## src/rtl/seq_mag_comparator.sv

```systemverilog
// Handshaked magnitude comparator: compares CHUNK bits per cycle, MSB chunk first, unsigned or signed.
// Build option CMP_EARLY_EXIT_EN ends the compare at the first differing chunk.
module seq_mag_comparator #(
    parameter int WIDTH = 16,
    parameter int CHUNK = 4
) (
    input  logic                          clk,
    input  logic                          rst_n,
    input  logic                          in_valid,
    output logic                          in_ready,
    input  logic [WIDTH-1:0]              a,
    input  logic [WIDTH-1:0]              b,
    input  logic                          is_signed,
    output logic                          out_valid,
    input  logic                          out_ready,
    output logic                          e,
    output logic                          g,
    output logic                          l,
    output logic [$clog2(WIDTH/CHUNK):0]  out_cycles
);

    localparam int NCHUNK = WIDTH / CHUNK;
    localparam int CW     = $clog2(NCHUNK) + 1;

    typedef enum logic [1:0] {
        IDLE = 2'd0,
        CMP  = 2'd1,
        DONE = 2'd2
    } state_t;

    state_t            state_r;
    logic [WIDTH-1:0]  a_r;
    logic [WIDTH-1:0]  b_r;
    logic [CW-1:0]     step_r;
    logic              decided_r;
    logic              dec_g_r;

    logic [CHUNK-1:0]  chunk_a_s;
    logic [CHUNK-1:0]  chunk_b_s;
    logic              diff_s;
    logic              gt_s;
    logic              last_s;
    logic              decided_s;
    logic              dec_g_s;
    logic              finish_s;

    // Flipping the sign bit of both operands turns a two's-complement order into an unsigned one.
    function automatic logic [WIDTH-1:0] bias_msb(input logic [WIDTH-1:0] v, input logic sgn);
        logic [WIDTH-1:0] r;
        r          = v;
        r[WIDTH-1] = v[WIDTH-1] ^ sgn;
        return r;
    endfunction

    assign in_ready = (state_r == IDLE);

    // Current chunk compare; operands are shifted so the active chunk always sits at the top.
    always_comb begin
        chunk_a_s = a_r[WIDTH-1 -: CHUNK];
        chunk_b_s = b_r[WIDTH-1 -: CHUNK];
        diff_s    = (chunk_a_s != chunk_b_s);
        gt_s      = (chunk_a_s > chunk_b_s);
        last_s    = (step_r == CW'(NCHUNK - 1));
        decided_s = decided_r | diff_s;
        dec_g_s   = decided_r ? dec_g_r : gt_s;
`ifdef CMP_EARLY_EXIT_EN
        finish_s  = last_s | diff_s;
`else
        finish_s  = last_s;
`endif
    end

    // Control FSM with registered result outputs.
    always_ff @(posedge clk or negedge rst_n) begin
        if (!rst_n) begin
            state_r    <= IDLE;
            a_r        <= '0;
            b_r        <= '0;
            step_r     <= '0;
            decided_r  <= 1'b0;
            dec_g_r    <= 1'b0;
            out_valid  <= 1'b0;
            e          <= 1'b0;
            g          <= 1'b0;
            l          <= 1'b0;
            out_cycles <= '0;
        end else begin
            case (state_r)
                IDLE: begin
                    if (in_valid) begin
                        a_r       <= bias_msb(a, is_signed);
                        b_r       <= bias_msb(b, is_signed);
                        step_r    <= '0;
                        decided_r <= 1'b0;
                        dec_g_r   <= 1'b0;
                        state_r   <= CMP;
                    end
                end
                CMP: begin
                    if (finish_s) begin
                        state_r    <= DONE;
                        out_valid  <= 1'b1;
                        e          <= ~decided_s;
                        g          <= decided_s & dec_g_s;
                        l          <= decided_s & ~dec_g_s;
                        out_cycles <= step_r + CW'(1);
                    end else begin
                        step_r    <= step_r + CW'(1);
                        decided_r <= decided_s;
                        dec_g_r   <= dec_g_s;
                        a_r       <= a_r << CHUNK;
                        b_r       <= b_r << CHUNK;
                    end
                end
                DONE: begin
                    if (out_ready) begin
                        out_valid <= 1'b0;
                        e         <= 1'b0;
                        g         <= 1'b0;
                        l         <= 1'b0;
                        state_r   <= IDLE;
                    end
                end
                default: begin
                    state_r   <= IDLE;
                    out_valid <= 1'b0;
                    e         <= 1'b0;
                    g         <= 1'b0;
                    l         <= 1'b0;
                end
            endcase
        end
    end

endmodule
```

## config.mk

```make
export PLATFORM = sky130hd
export DESIGN_NAME = seq_mag_comparator
export DESIGN_NICKNAME = d
export VERILOG_FILES = /design/src/rtl/seq_mag_comparator.sv
export SDC_FILE = /design/constraint.sdc
export NUM_CORES = 1
export LEC_CHECK = 0
export ABC_AREA = 1
export CAP_MARGIN = 20
export CORE_MARGIN = 2
export CORE_UTILIZATION = 54
export CTS_BUF_LIST = sky130_fd_sc_hd__clkbuf_16
export DETAILED_ROUTE_END_ITERATION = 7
export MAX_ROUTING_LAYER = met4
export PLACE_DENSITY = 0.84
export REMOVE_ABC_BUFFERS = 1
export SKIP_CTS_REPAIR_TIMING = 1
export SYNTH_ARGS = -nofsm -noshare
export SYNTH_HDL_FRONTEND = slang
export SYNTH_SLANG_ARGS = --single-unit
```

## constraint.sdc

```tcl
create_clock -name clk -period 2.9 [get_ports clk]
set_input_delay 0.29 -clock clk [delete_from_list [all_inputs] [get_ports clk]]
set_output_delay 0.29 -clock clk [all_outputs]
set_load 0.005 [all_outputs]
```

==> impl_results.md <==
* Worst EP arrival at around 1900 ps
* Hold WC Path Type: input pin to asynchronous set/reset pin
* RePlAce Congestion at between 0.7 and 0.8
* Mapped Avg Cell Area at 8.56 µm²
* Fin. max-slew vios at 0
* Total Routing Usage GR at between 20% and 30%
* Final Hold Violating Endpoints at 0
* PwrDens at 1150 nW/µm²
* CTS tree: yes
* Leading cell type in the layout, fill and taps excluded: nand2_1
* Row count at 23
* Max cap viols at 0
* Leak at 1.33 nW
* GR Overflow Total at 0
* Global-route wire length before repair at ~7.7 mm
* Startpoint Class: flip-flop
* Total wire length at between 4 and 5 mm
* Headroom to the max-slew limit at just under 60%
* Area share of the largest cell type after synthesis at roughly 53%
* Largest area contributor in the netlist: dfrtp_1
* Largest delay share family, worst path: buffers and inverters
* Num Clock Sinks at 46
* Initial antenna violation count at 0
* RSZ-0062 raised after global routing: false
* WL/cell at 13.0 µm
* Post-synthesis sequential area ratio at between 50% and 60%
* Die Width at roughly 67 µm
* Initial core utilization at 55.1%
* Fmax at 460 MHz
* Status: finished, final reports clean
* Vias per inst at approximately 5.2
* Worst clock skew at about 4.7 ps
* Vias in the first global route at between 1.5k and 2k
* Crit path max fanout at 11
* Final Net Count at roughly 340
* Port bufs at 44
* Synth Instances at 254
* Worst Tran Pin Value at slightly above 600 ps
* Fillers at about 290
* DRT Pass-1 Iters at 4
* Kind of critical path: flip-flop to primary output
* Final min period at 2170 ps
* #FFs+latches synth at 46
* Die H at a little under 70 µm
* N_diodes at 0
* CP required at around 2600 ps
* Initial DRC Count at 100
* H-Tree Depth at 2
* Final antenna-violating net count at 0
* Synth area leaders: dfrtp_1, nand2_1, inv_1
* Root Driver: clkbuf_16
* Setup TNS Final at 0 ps
* DIE AREA at between 4000 and 5000 µm²
* Worst-path clk slew at ~60 ps
* I/O pins at 45
* Slowest-stage cell, CP: clkdlybuf4s50_1
* Area grow syn2layout at 27.3%
* Worst IR Drop VDD at 0.865 mV
* Setup crit end kind: primary output
* Core footprint at ~4000 µm²
* Clk_lat worst skew at roughly 280 ps
* Total CTS buffers at 5
* Via Count at around 1.8k
* Share of layout cells above drive strength 1 at between 4 and 5%
* Cell area after synthesis at 2170 µm²
* CP Buf/Inv Count at 1
* Fin crit share at roughly three quarters
* Ys Warns at 0
* Final core utilization at a little over two thirds
* Distinct cells, synth at 22
* Hpwl dp at approximately 3 mm
* # DRC at 0
* Largest net degree at the start of global routing at 53
* Max incr delay on CP at 640 ps
* Commonest non-fill, non-tap cells in the layout: nand2_1, dfrtp_1, clkdlybuf4s50_1, inv_1, nor2_1
* Final Setup Violations at 0
* Maximum root-to-sink buffer count at 2
* Worst-path cell chain: nor2_1, clkdlybuf4s50_1
layer usage:
layer / up-vias / global-route usage, % / wire length [µm]
met3: 5 / 4.00 / 142
li1: 903 / - / -
met5: - / - / 0
met2: 37 / 41.1 / 2350
met1: 859 / 27.0 / 1920
met4: 0 / 9.95 / 80
sequential cells by signal, summed over array words and instances (netlist names):
signal and flops:
out_valid 1, g 1, state_r 2, dec_g_r 1, decided_r 1, out_cycles 3, b_r 16, step_r 3
e 1, a_r 16, l 1
per-stage QoR:
stage	setup slack [ps]	hold WS [ps]	total power [W]	std cells	area, µm²
floorplan	1130	-5.59	0.00217	242	2100
global placement	854	455	0.00255	336	2600
detailed placement	762	463	0.00264	336	2600
CTS	706	203	0.00319	344	2740
global route	598	395	0.00350	346	2770
finish	726	380	0.00318	346	2770
cell families after synthesis:
group | Yosys count | synth area share (%)
simple gates | 115 | 22.3
compound gates | 47 | 12.7
flops | 46 | 53.0
buf+inv | 38 | 7.77
fa+ha+maj | 6 | 3.45
xor+xnor | 2 | 0.806
power by group:
part | switching (W) | total [W] | internal, W
combinational | 0.000959 | 0.00153 | 0.000575
clock | 0.000217 | 0.000528 | 0.000311
sequential | 0.000153 | 0.00112 | 0.000965
worst paths after layout:
path	depth (start not counted)	start	endpoint	slack, ps
setup / recovery	2	state_r[1]	in_ready	730
hold / removal	2	rst_n	a_r[0]	380
setup reg to reg	6	state_r[1]	step_r[1]	780
hold reg to reg	2	dec_g_r	dec_g_r	480
max in group asynchronous	3	rst_n	out_cycles[2]	2090
min in group clk	2	dec_g_r	dec_g_r	480
cell type report:
cell class	count	area, µm²	share of cell area, %
inverter	26	97.6	3.53
multi-input combinational	170	853	30.8
sequential	46	1150	41.6
clock inverter	3	12.5	0.452
timing repair buffer	46	465	16.8
tap	50	62.6	2.26
clock buffer	5	125	4.52
synthesized netlist by cell type (all sizes together):
cell type,number
clkbuf,2
o22ai,1
or2,1
dfrtp,46
buf,10
a21oi,1
xor2,2
nand2,82
nand3b,2
inv,26
o21ai,23
nand3,10
a31oi,13
ha,6
o211ai,9
nor2,20
No activity file was read; power rests on OpenSTA's default activity.
